--- src/rtl/elevator_pkg.sv ---
// Shared segment codes (active-low, bit6=g .. bit0=a) and reader FSM state type.
package elevator_pkg;

   localparam logic [6:0] SEG_0     = 7'b100_0000;
   localparam logic [6:0] SEG_1     = 7'b111_1001;
   localparam logic [6:0] SEG_2     = 7'b010_0100;
   localparam logic [6:0] SEG_3     = 7'b011_0000;
   localparam logic [6:0] SEG_4     = 7'b001_1001;
   localparam logic [6:0] SEG_5     = 7'b001_0010;
   localparam logic [6:0] SEG_6     = 7'b000_0010;
   localparam logic [6:0] SEG_7     = 7'b111_1000;
   localparam logic [6:0] SEG_8     = 7'b000_0000;
   localparam logic [6:0] SEG_9     = 7'b001_0000;
   localparam logic [6:0] SEG_BLANK = 7'b111_1111;

   typedef enum logic [1:0] {EMPTY, SETTLE, LOCKED} rd_state_t;

endpackage

--- src/rtl/seg_pattern_lut.sv ---
// Combinational 7-segment pattern to digit lookup; digit is 4'hF for non-digits.
module seg_pattern_lut
   import elevator_pkg::*;
(
   input  logic [6:0] pattern,
   output logic [3:0] digit,
   output logic       is_digit,
   output logic       is_blank
);

   always_comb begin
      digit    = 4'hF;
      is_digit = 1'b1;
      is_blank = 1'b0;
      case (pattern)
         SEG_0:     digit = 4'd0;
         SEG_1:     digit = 4'd1;
         SEG_2:     digit = 4'd2;
         SEG_3:     digit = 4'd3;
         SEG_4:     digit = 4'd4;
         SEG_5:     digit = 4'd5;
         SEG_6:     digit = 4'd6;
         SEG_7:     digit = 4'd7;
         SEG_8:     digit = 4'd8;
         SEG_9:     digit = 4'd9;
         SEG_BLANK: begin is_digit = 1'b0; is_blank = 1'b1; end
         default:   is_digit = 1'b0;
      endcase
   end

endmodule

--- src/rtl/seg_reader.sv ---
// Debounced 7-segment display reader: a pattern is accepted after STABLE_CYCLES
// identical samples. Define SEG_READER_ERRCNT_EN to add the err_cnt output.
module seg_reader
   import elevator_pkg::*;
#(
   parameter int STABLE_CYCLES = 4
)(
   input  logic       clk,
   input  logic       rst,
   input  logic [6:0] seg_in,
   output logic [3:0] digit_out,
   output logic       digit_valid,
   output logic       blank,
   output logic       err,
   output logic       new_pulse
`ifdef SEG_READER_ERRCNT_EN
   ,
   output logic [7:0] err_cnt
`endif
);

   localparam logic [7:0] STABLE = 8'(STABLE_CYCLES);

   rd_state_t  state;
   logic [6:0] smp, cand, acc;
   logic       smp_vld, has_acc;
   logic [7:0] run, run_nxt;
   logic [3:0] lut_digit;
   logic       lut_is_digit, lut_is_blank;

   seg_pattern_lut u_lut (
      .pattern  (cand),
      .digit    (lut_digit),
      .is_digit (lut_is_digit),
      .is_blank (lut_is_blank)
   );

   assign run_nxt = (run == STABLE) ? run : run + 8'd1;

   always_ff @(posedge clk) begin
      if (rst) begin
         state       <= EMPTY;
         smp         <= '0;
         smp_vld     <= 1'b0;
         cand        <= '0;
         acc         <= '0;
         has_acc     <= 1'b0;
         run         <= '0;
         digit_out   <= 4'hF;
         digit_valid <= 1'b0;
         blank       <= 1'b0;
         err         <= 1'b0;
         new_pulse   <= 1'b0;
`ifdef SEG_READER_ERRCNT_EN
         err_cnt     <= '0;
`endif
      end else begin
         smp       <= seg_in;
         smp_vld   <= 1'b1;
         new_pulse <= 1'b0;
         case (state)
            // smp_vld keeps the reset value of smp out of the first candidate
            EMPTY: if (smp_vld) begin
               cand  <= smp;
               run   <= 8'd1;
               state <= SETTLE;
            end
            SETTLE: if (smp == cand) begin
               run <= run_nxt;
               if (run_nxt == STABLE) begin
                  state <= LOCKED;
                  if (!has_acc || cand != acc) begin
                     acc         <= cand;
                     has_acc     <= 1'b1;
                     new_pulse   <= 1'b1;
                     digit_out   <= lut_digit;
                     digit_valid <= lut_is_digit;
                     blank       <= lut_is_blank;
                     err         <= !lut_is_digit && !lut_is_blank;
`ifdef SEG_READER_ERRCNT_EN
                     if (!lut_is_digit && !lut_is_blank && err_cnt != 8'hFF)
                        err_cnt <= err_cnt + 8'd1;
`endif
                  end
               end
            end else begin
               cand <= smp;
               run  <= 8'd1;
            end
            LOCKED: if (smp == acc) begin
               run <= run_nxt;
            end else begin
               cand  <= smp;
               run   <= 8'd1;
               state <= SETTLE;
            end
            default: state <= EMPTY;
         endcase
      end
   end

endmodule

--- config.mk ---
export PLATFORM = sky130hd
export DESIGN_NAME = seg_reader
export DESIGN_NICKNAME = d
export VERILOG_FILES = /design/src/rtl/elevator_pkg.sv /design/src/rtl/seg_pattern_lut.sv /design/src/rtl/seg_reader.sv
export SDC_FILE = /design/constraint.sdc
export NUM_CORES = 1
export LEC_CHECK = 0
export ABC_AREA = 1
export CAP_MARGIN = 40
export CORE_MARGIN = 8
export CORE_UTILIZATION = 40
export CTS_CLUSTER_SIZE = 28
export DETAILED_ROUTE_END_ITERATION = 7
export GPL_ROUTABILITY_DRIVEN = 0
export MAX_ROUTING_LAYER = met4
export PLACE_DENSITY = 0.57
export RECOVER_POWER = 50
export REMOVE_ABC_BUFFERS = 1
export SYNTH_ARGS = -nofsm -noshare
export SYNTH_HDL_FRONTEND = slang
export SYNTH_SLANG_ARGS = --single-unit
export TNS_END_PERCENT = 5
--- constraint.sdc ---
create_clock -name clk -period 4.6 [get_ports clk]
set_clock_uncertainty 0.05 [all_clocks]
set_input_delay 0.92 -clock clk [delete_from_list [all_inputs] [get_ports clk]]
set_output_delay 0.92 -clock clk [all_outputs]
set_load 0.02 [all_outputs]
### Word level (Yosys, flattened, before mapping)

Index checks and enable logic that the tools add are counted.

| operators by class | value |
|---|---|
| equal/unequal tests | 22 |
| multiplexer cells | 19 |
| bitwise gates (word level) | 3 |
| add/sub/neg operators | 1 |
| reduce and logical (&&, ||, !) cells | 14 |

Operators by type and width:

| operator | count |
|---|---|
| $pmux W4 S10 | 1 |
| $mux W8 | 4 |
| $eq A7 B7 Y1 const B | 4 |
| $pmux W8 S3 | 1 |
| $eq A7 B5 Y1 const B | 3 |
| $mux W7 | 3 |
| $pmux W7 S3 | 1 |
| $eq A8 B3 Y1 const B | 2 |
| $eq A7 B6 Y1 const B | 2 |
| $eq A7 B7 Y1 | 2 |
| $reduce_and A4 Y1 | 3 |
| $ne A2 B2 Y1 const B | 5 |
| $reduce_or A10 Y1 | 1 |
| $add A8 B1 Y8 const B | 1 |
| $mux W2 | 4 |
| $eq A7 B2 Y1 const B | 1 |
| $logic_not A7 Y1 | 1 |
| $ne A7 B7 Y1 | 1 |
| $pmux W2 S3 | 1 |
| $mux W1 | 4 |
| $reduce_or A4 Y1 | 1 |
| $logic_not A1 Y1 | 3 |
| $not A1 Y1 | 3 |
| $reduce_bool A3 Y1 | 1 |
| 6 further kinds | 6 |

| storage, ports and cells | value |
|---|---|
| logic and storage cells | 71 |
| output and inout bits | 8 |
| input port bits | 9 |
| register bits | 41 |

### Depth between registers and ports, before layout

Gate-level depths: netlist (run 1).

| logic depth | value |
|---|---|
| depth after elaboration | 6 |
| depth in mapped cells | 13 |
| depth with buffers taken out | 13 |

### Hierarchy

Synthesis (run 1) repeated with hierarchy kept, for this count alone.

| second synthesis, totals | value |
|---|---|
| cell total of the unflattened synthesis | 381 |
| area total of the unflattened synthesis | 2412.3 um^2 |

By module, submodules not included:

| module | area an instance (um^2) | times used | cells each | sequential area each (um^2) |
|---|---|---|---|---|
| seg_reader | 2148.3 | 1 | 331 | 820.8 |
| seg_pattern_lut | 264.0 | 1 | 50 | 0.0 |

### Worst setup path after synthesis (run 1)

Ideal clock, no wire load.

| path | value |
|---|---|
| path kind | in2reg |
| start | input rst |
| end | register acc[5] |
| buffers on the path | 2 |
| data required time | 4485 ps |
| arrival time | 1657 ps |
| stages on the path | 5 |
| library setup time | 65 ps |
| path slack | 2829 ps |
| cell sequence | clkbuf_1 inv_1 clkbuf_1 o21ai_1 nor2_1 |

RTL lines:

| element | RTL line | source |
|---|---|---|
| from (decl) | seg_reader.sv:9 | `input logic rst,` |
| to (signal assigned) | seg_reader.sv:73 | `acc <= cand;` |
| to (decl) | seg_reader.sv:25 | `logic [6:0] smp, cand, acc;` |

### Worst setup path in the final report (run 1)

| path | value |
|---|---|
| start | register run[0] |
| end | register acc[3] |

| on the way | value |
|---|---|
| longest elaborated chain between the ends | 4 |
| elaborated cells on any way between the ends | 5 |
| those cells by class | add/sub: 1; eq/ne: 2; mux: 1; reduce/logical: 1 |

Ends and longest elaborated chain:

| element | RTL line | source |
|---|---|---|
| from (decl) | seg_reader.sv:27 | `logic [7:0] run, run_nxt;` |
| from (signal assigned) | seg_reader.sv:69 | `run <= run_nxt;` |
| from (signal assigned) | seg_reader.sv:91 | `run <= run_nxt;` |
| $add A8 B1 Y8 / $eq A8 B3 Y1 (equally long branches) | seg_reader.sv:38 | `assign run_nxt = (run == STABLE) ? run : run + 8'd1;` |
| $mux W8 * | seg_reader.sv:38 |  |
| $eq A8 B3 Y1 * | seg_reader.sv:70 | `if (run_nxt == STABLE) begin` |
| $reduce_and A4 Y1 (no line) * | - |  |

Every way passes the cells marked *; elsewhere a longest branch is shown, timed or not.
A chain may end at the register's enable or synchronous reset.

==> run summary, run 1 <==
Final antenna diode count: 0
Synthesized instance count: 366
TritonCTS Buffers: 5
Outcome: complete, no violations
Num rows: 28
Util after Layout: 45.19%
Layout cell share with drive strength beyond 1: 8.245%
Fin crit share: 58.28%
1st-iter DRT viols: 69
CTS sink cnt: 41
Drt wl/cell: 11.75 microns
Worst-path clk slew: 0.08 ns
Hold Buf Count CTS: 0
Critical Path, Cell by Cell: ha_1 > nand2_1 > nor2_1 > nand3_1 > nand2_1 > nand2_2 > nor2_1 > nand3_1 > inv_2 > nor2_1 > nor2_1
Commonest non-fill, non-tap cell in the layout: nand2_1
Vias post-DR: 2111
Worst VDD drop: 0.0001669 V
Post-Syn Area: 0.002474 sq mm
Hold Fails Final Rpt: 0
Hold WC Path Type: reg -> reg
PostCTS Resize Cnt: 0
Die area: 0.008957 sq mm
CP max stage delay: 0.52 ns
Worst-Margin Slew: 0.7164 ns
Worst Setup End Kind: register
First-pass GRT wire length: 9004 microns
Post-Syn Area per Cell: 6.759 sq um
Initial Utilization: 41.53%
Drt total wl: 5297 microns
Width of the die: 94.64 microns
PortBufs: 16
Met1 wire length: 2826 microns
Minimum clock period: 2.681 ns
Worst slew margin: 52.19%
Core area: 0.005956 sq mm
Post-CTS Setup Bufs: 0
Post-route ant nets: 0
Vias in the first global route: 1976
Req. time, crit path: 4.78 ns
Hold WS: 0.4038 ns
Startpoint Class: register
DIE HEIGHT: 94.64 microns
Met2 WL: 2262 microns
Initial antenna violation count: 0
Register area share after synthesis: 33.18%
Synth Register Bits: 41
Design Area, Final: 0.002691 sq mm
DRC Markers: 0
Slowest CP cell: nand3_1
Pleak: 1.215 nW
Critical Path Most Common Cell: nor2_1
Syn-to-layout area delta: 8.801%
Count of cell types in the netlist: 31
CTS HTree Levels: 2
CP Data Arrival Time: 2.86 ns
Largest net degree at the start of global routing: 26
Num ports: 17
Via/cell ratio: 4.681
Setup violators final: 0
CTS tree: yes
Highest metal used: met4
Critical-path maximum fanout: 11
Commonest cells after routing, fill and taps aside: 82 x nand2_1, 67 x nor2_1, 41 x dfxtp_1
Final Net Count: 392
RSZ-0062 raised after global routing: false
Grt total ovfl: 0
CTS Root Cell: clkbuf_8
Crit Path Class: reg -> reg
TritonRoute pass-1 iters: 5
Setup_tns: 0 ns
CTS max path bufs: 2
Max Fclk: 373.0 MHz
PwrDens: 489.5 mW/mm^2
Post-DP HPWL: 3984 microns
Warnings, synthesis: 0
Total power: 1.317 mW
Final Max Tran Viols: 0
Metal3 WL: 155 microns
Clock latency on the worst-skew pair: 0.29 ns
Max cap viols: 0
Global-route usage over all layers: 12.99%
Placed Instance Area: 0.002630 sq mm
## state kept, by name, summed over array words and instances (netlist names)
register     flops
acc              7
digit_out        4
digit_valid      1
smp              7
state            2
smp_vld          1
err              1
run              8
cand             7
new_pulse        1
blank            1
has_acc          1
## area by class of cell
class | count | area, sq um
Inverter | 45 | 170.2
Clock inverter | 1 | 5.005
Clock buffer | 5 | 68.82
Sequential cell | 41 | 820.8
Timing Repair Buffer | 16 | 160.2
Fill cell | 651 | 3264
Multi-Input combinational cell | 268 | 1373
Tap cell | 75 | 93.84
## synthesized netlist by cell type
| cell | instances | share of area [%] |
|---|---|---|
| inv_2 | 4 | 0.61 |
| xnor2_2 | 1 | 0.66 |
| nor2_1 | 66 | 10 |
| nand2_2 | 5 | 1.3 |
| o21a_1 | 1 | 0.30 |
| o21bai_1 | 1 | 0.30 |
| nand4_1 | 8 | 2.0 |
| o211ai_1 | 1 | 0.30 |
| ha_1 | 6 | 3.0 |
| xor2_1 | 4 | 1.4 |
| buf_6 | 6 | 2.7 |
| a21oi_4 | 1 | 0.66 |
| nor2_8 | 1 | 0.81 |
| o21ai_1 | 7 | 1.4 |
| nand3_1 | 25 | 5.1 |
| nor2_2 | 3 | 0.76 |
| nor2_4 | 3 | 1.4 |
| nor3_1 | 2 | 0.40 |
| nand2_1 | 82 | 12 |
| buf_4 | 2 | 0.61 |
| inv_1 | 40 | 6.1 |
| a41oi_1 | 1 | 0.35 |
| nand3_2 | 4 | 1.6 |
| nand2_4 | 2 | 0.91 |
| clkbuf_1 | 4 | 0.61 |
| dfxtp_1 | 41 | 33 |
| o21ai_2 | 2 | 0.71 |
| o21ai_0 | 14 | 2.8 |
| clkinv_2 | 1 | 0.20 |
| xnor2_1 | 11 | 3.9 |
| a21oi_1 | 17 | 3.4 |
## through the flow
step	std cells	setup slack, ns
2_1_floorplan	354	2.888
3_3_place_gp	445	1.668
3_5_place_dp	445	1.633
4_1_cts	451	1.956
5_1_grt	451	1.645
6_report	451	1.919
## kinds of logic (layout without fill, tap and decap cells)
group	count (synthesis)	count (layout)	synth area share, %
compound gates	45	45	10.32
buf+inv	57	67	10.82
xor+xnor	16	16	5.969
simple gates	201	201	36.67
fa+ha+maj	6	6	3.035
flops	41	41	33.18
## worst max-delay path, delay by kind of cell (launching register included)
kind | cells | cell delay, ns
adder cells (fa/ha/maj) | 1 | 0.25
buffers and inverters | 1 | 0.37
AND/OR/NAND/NOR | 9 | 1.48
flip-flops | 1 | 0.45
## path summary, 6_finish.rpt
check                                  start            to  slack, ns  cells past startpoint
worst max-delay path                  run[0]        acc[3]       1.92                     11
worst min-delay path            digit_out[1]  digit_out[1]       0.40                      2
worst max register to register        run[0]        acc[3]       1.92                     11
worst min register to register  digit_out[1]  digit_out[1]       0.40                      2
## report_power, final
| part | internal (mW) | switching, mW | total [mW] |
|---|---|---|---|
| Clock | 0.0998 | 0.116 | 0.216 |
| Sequential | 0.402 | 0.0977 | 0.500 |
| Combinational | 0.209 | 0.392 | 0.601 |
## layer usage
layer  up-vias  track usage, %
met5         -               -
li1       1168               -
met1       915           16.81
met3         4           3.095
met2        24           19.70
met4         0           3.511
(Power assumes the default switching activity.)
==> run 2: changes to the inputs <==
PLACE_DENSITY = 0.59   (was 0.57)
clock period = 2.15 ns   (was 4.6 ns; I/O delays follow)
==> run summary, run 2 (synthesized netlist as in run 1, its figures left out) <==
Width of the die: 94.64 microns (unchanged)
Initial Utilization: 41.53% (unchanged)
Most flops, register: run
Req. time, crit path: 2.28 ns (-2.50 ns)
Post-DP HPWL: 4230 microns (+6.2%)
Max FFs per register: 8 (unchanged)
Vias post-DR: 2179 (+3.2%)
Core area: 0.005956 sq mm (unchanged)
Global-route usage over all layers: 14.07% (+1.1 points)
Max cap viols: 0 (unchanged)
Initial antenna violation count: 0 (unchanged)
TritonRoute pass-1 iters: 4 (-1)
Grt total ovfl: 0 (unchanged)
Critical Path, Cell by Cell: inv_1 > ha_1 > nand3_2 > nor2_2 > nand2_1 > nand3_1 > nor2_2 > nand2_2 > nor2_8 > nand2_4 > nand2_1 > nand3_1
Worst-Margin Slew: 0.7782 ns (+0.06179 ns)
Post-route ant nets: 0 (unchanged)
Final worst slack: 0.2082 ns (-1.711 ns)
CTS max path bufs: 2 (unchanged)
Hold Fails Final Rpt: 0 (unchanged)
Final antenna diode count: 0 (unchanged)
Design Area, Final: 0.002756 sq mm (+2.4%)
CTS Root Cell: clkbuf_8
Num ports: 17 (unchanged)
CP max stage delay: 0.43 ns (-0.09 ns)
Clock latency on the worst-skew pair: 0.29 ns (about the same)
Syn-to-layout area delta: 11.43%
CP delay by family, top: simple AND/OR/NAND/NOR gates
Combinational share of power: 46.6% (+1.0 points)
Die area: 0.008957 sq mm (unchanged)
PwrDens: 1060 mW/mm^2 (+120%)
GRT met1 Usage: 17.86% (+1.0 points)
Layout cell share with drive strength beyond 1: 9.162% (+0.92 points)
Fin crit share: 90.32% (+32 points)
Grt met3 use: 2.778% (-0.32 points)
Sw power: 1.328 mW (+120%)
Hold WC Path Type: reg -> reg
DIE HEIGHT: 94.64 microns (unchanged)
Switching share of power: 45.42% (-0.60 points)
Place WS: 0.1684 ns (-1.465 ns)
Startpoint Class: register
Via/cell ratio: 4.768 (+1.9%)
Crit Path Class: reg -> reg
Busiest grt layer: met2
CP Data Arrival Time: 2.07 ns (-0.79 ns)
Worst Setup End Kind: register
Final Net Count: 397 (+1.3%)
Minimum clock period: 1.942 ns (-0.7389 ns)
Part of the power in registers: 36.0% (-2.0 points)
GR Util met2: 21.55% (+1.9 points)
Worst-path clk slew: 0.08 ns (about the same)
CTS HTree Levels: 2 (unchanged)
Num rows: 28 (unchanged)
Setup_tns: 0 ns (unchanged)
Slowest CP cell: dfxtp_1
Drt total wl: 5518 microns (+4.2%)
Commonest non-fill, non-tap cell in the layout: nand2_1
First-pass GRT wire length: 9763 microns (+8.4%)
1st-iter DRT viols: 79 (+14%)
CTS sink cnt: 41 (unchanged)
Outcome: complete, no violations
RSZ-0062 raised after global routing: false
CTS tree: yes
Drt wl/cell: 12.07 microns (+2.8%)
Pleak: 1.244 nW (+2.4%)
Buffers & Inverters on Critical Path: 1 (unchanged)
Worst slew margin: 48.12% (-4.1 points)
PortBufs: 16 (unchanged)
Worst VDD drop: 0.0003498 V (+110%)
Final Max Tran Viols: 0 (unchanged)
Power share of the clock group: 17.5% (+1.1 points)
Setup violators final: 0 (unchanged)
Placed Instance Area: 0.002668 sq mm (+1.4%)
Vias in the first global route: 2097 (+6.1%)
Internal power: 1.595 mW (+120%)
Largest net degree at the start of global routing: 26 (unchanged)
DRC Markers: 0 (unchanged)
Commonest cells after routing, fill and taps aside: 82 x nand2_1, 66 x nor2_1, 41 x inv_1, 41 x dfxtp_1, 25 x nand3_1
Critical-path maximum fanout: 6 (-5)
TritonCTS Buffers: 5 (unchanged)
Max Fclk: 515.0 MHz (+38%)
[run 2: final timing paths]
kind | start | depth (start not counted) | slack (ns) | endpoint
setup / recovery | run[0] | 12 | 0.21 | digit_out[1]
setup reg to reg | run[0] | 12 | 0.21 | digit_out[1]
hold / removal | digit_out[3] | 2 | 0.41 | digit_out[3]
hold reg to reg | digit_out[3] | 2 | 0.41 | digit_out[3]
[run 2: worst reg2reg max path, cell delays in order, from the launching register on]
cell and delay (ns):
dfxtp_1 0.43, inv_1 0.09, ha_1 0.21, nand3_2 0.08, nor2_2 0.06, nand2_1 0.07, nand3_1 0.09, nor2_2 0.24
nand2_2 0.15, nor2_8 0.15, nand2_4 0.08, nand2_1 0.07, nand3_1 0.05
[run 2: cell type report]
| type | instances | area, sq um |
|---|---|---|
| fillers | 659 | 3199 |
| clock buffers | 7 | 86.33 |
| flip-flops and latches | 41 | 820.8 |
| repair buffers | 21 | 193.9 |
| multi-input cells | 268 | 1389 |
| inverters | 45 | 172.7 |
| well taps | 75 | 93.84 |
[run 2: per-layer routing]
layer	share of wire (%)	routed length [microns]
met2	42	2331
met5	0	0
met4	1.7	95
met1	52	2890
met3	3.6	200
[run 2: metrics by stage]
stage                     cells  util (%)  total power [mW]  hold slack [ns]
after floorplan             354         -             2.071           0.4160
after global placement      450     44.79             2.440           0.3944
after detailed placement    450     44.79             2.449           0.3978
after CTS                   457     46.24             2.966           0.4165
after global routing        457     46.28             3.210           0.4518
final                       457     46.28             2.923           0.4085
[run 2: what timing repair did]
action	4_1_cts	5_1_grt
resized for setup	0	2
setup buffers	0	0
hold buffers	0	0
endpoints found under the setup margin	0	8
[run 2: power groups by stage]
stage                     clock (mW)  sequential (mW)  combinational, mW
after floorplan                    0             1.03               1.04
after global placement             0             1.06               1.38
after detailed placement           0             1.07               1.38
after CTS                      0.529             1.05               1.39
after global routing           0.551             1.07               1.59
final                          0.511             1.05               1.36
==> run 3: changes to the inputs <==
--- a/constraint.sdc
+++ b/constraint.sdc
@@ -4,2 +4,2 @@
 set_output_delay 0.43 -clock clk [all_outputs]
-set_load 0.02 [all_outputs]
+set_load 0.1 [all_outputs]
==> run summary, run 3 (synthesized netlist as in run 1, its figures left out) <==
Most flops, register: run
Req. time, crit path: 2.28 ns (about the same)
Syn-to-layout area delta: 11.43% (unchanged)
Slowest CP cell: dfxtp_2
CTS tree: yes
Worst Setup End Kind: register
Vias in the first global route: 2068 (-1.4%)
PwrDens: 1116 mW/mm^2 (+5.2%)
Post-route ant nets: 0 (unchanged)
DRC Markers: 0 (unchanged)
TritonCTS Buffers: 5 (unchanged)
Worst VDD drop: 0.0005133 V (+47%)
Initial antenna violation count: 0 (unchanged)
Max FFs per register: 8 (unchanged)
Util after Layout: 46.28% (unchanged)
Critical-path maximum fanout: 6 (unchanged)
Worst-path clk slew: 0.08 ns (about the same)
Final Max Tran Viols: 0 (unchanged)
1st-iter DRT viols: 95 (+20%)
Setup_tns: 0 ns (unchanged)
CP Data Arrival Time: 2.02 ns (-0.05 ns)
Crit Path Class: reg -> reg
Via/cell ratio: 4.684 (-1.8%)
CP max stage delay: 0.38 ns (-0.05 ns)
Vias post-DR: 2150 (-1.3%)
Worst-Margin Slew: 0.7506 ns (-0.02752 ns)
Drt wl/cell: 11.96 microns (-0.98%)
Initial Utilization: 41.53% (unchanged)
Num ports: 17 (unchanged)
Critical Path Most Common Cell: nand2_1
Commonest cells after routing, fill and taps aside: 82 x nand2_1, 66 x nor2_1, 40 x inv_1
CTS HTree Levels: 2 (unchanged)
Worst slew margin: 49.96% (+1.8 points)
RSZ-0062 raised after global routing: false
Fin crit share: 87.57% (-2.7 points)
Global-route usage over all layers: 13.93% (-0.14 points)
Num rows: 28 (unchanged)
Place WS: 0.1416 ns (-0.02675 ns)
Drt total wl: 5488 microns (-0.54%)
Setup violators final: 0 (unchanged)
DIE HEIGHT: 94.64 microns (unchanged)
Post-DP HPWL: 4214 microns (-0.39%)
Hold WS: 0.4153 ns (+0.006823 ns)
Final worst slack: 0.2672 ns (+0.05900 ns)
Max cap viols: 0 (unchanged)
CTS max path bufs: 2 (unchanged)
Hold WC Path Type: reg -> reg
CTS sink cnt: 41 (unchanged)
Die area: 0.008957 sq mm (unchanged)
Grt total ovfl: 0 (unchanged)
Pleak: 1.259 nW (+1.2%)
Part of the power in registers: 33.9% (-2.1 points)
PortBufs: 16 (unchanged)
Layout cell share with drive strength beyond 1: 12.50% (+3.3 points)
Outcome: complete, no violations
Startpoint Class: register
Sw power: 1.347 mW (+1.4%)
Minimum clock period: 1.883 ns (-0.05900 ns)
Power share of the clock group: 21.1% (+3.6 points)
Hold Fails Final Rpt: 0 (unchanged)
Clock latency on the worst-skew pair: 0.30 ns (about the same)
TritonRoute pass-1 iters: 4 (unchanged)
Switching share of power: 43.78% (-1.6 points)
Combinational share of power: 45.0% (-1.6 points)
Width of the die: 94.64 microns (unchanged)
Critical Path, Cell by Cell: ha_1 > nand2_1 > nor2_1 > nand3_1 > nand2_1 > nand2_2 > nor2_4 > nand2_2 > nor2_8 > nand2_4 > nand2_1 > nand3_1
Commonest non-fill, non-tap cell in the layout: nand2_1
Final antenna diode count: 0 (unchanged)
Max Fclk: 531.1 MHz (+3.1%)
First-pass GRT wire length: 9701 microns (-0.64%)
Core area: 0.005956 sq mm (unchanged)
Largest net degree at the start of global routing: 26 (unchanged)
Final Net Count: 398 (+0.25%)
CTS Root Cell: clkbuf_8
Internal power: 1.729 mW (+8.4%)
==> run 3: cell types whose count changed in the layout (fill, tap and decap cells not counted), sizes merged <==
cell and change:
dlygate4sd3 -8, clkbuf +9, bufinv +1
==> run 3: critical path, delay by kind of cell (launching register included) <==
family | cells | cell delay, ns
adders and majority gates | 1 | 0.22
DFF | 1 | 0.38
and+or+nand+nor | 11 | 1.10
==> run 3: path summary, 6_finish.rpt <==
kind / start / end / slack, ns / depth (start not counted)
hold / removal: err / err / 0.42 / 2
setup / recovery: run[0] / digit_out[1] / 0.27 / 12
hold reg to reg: err / err / 0.42 / 2
setup reg to reg: run[0] / digit_out[1] / 0.27 / 12
==> run 3: power groups by stage <==
stage,registers [mW],clock network [mW],logic (mW)
finish,1.04,0.649,1.38
detailed placement,1.06,0,1.39
global route,1.07,0.697,1.58
CTS,1.04,0.660,1.40
floorplan,1.03,0,1.04
global placement,1.06,0,1.39
==> run 3: what timing repair did <==
item	in CTS	in global routing
endpoints found under the setup margin	0	11
hold buffers	0	0
resized for setup	0	4
buffers inserted	0	0
==> run 3: area by class of cell <==
class / instances / area (sq um)
well taps: 75 / 93.84
repair buffers: 22 / 157.7
clock inverters: 1 / 30.03
fillers: 643 / 3199
multi-input cells: 268 / 1393
flip-flops and latches: 41 / 823.3
clock buffers: 7 / 86.33
inverters: 45 / 172.7
==> run 3: routing by layer <==
layer | up-vias | GRT usage, % | part of all wire, %
met4 | 0 | 5.072 | 1.5
met1 | 926 | 17.55 | 51
li1 | 1185 | - | -
met2 | 32 | 21.38 | 44
met5 | - | - | 0
met3 | 7 | 2.937 | 3.8
==> run 3: metrics by stage <==
stage	cells	total power [mW]	cell area (sq um)
global placement	451	2.457	2655
global route	459	3.348	2756
CTS	459	3.100	2771
finish	459	3.076	2756
floorplan	354	2.071	2376
detailed placement	451	2.452	2655
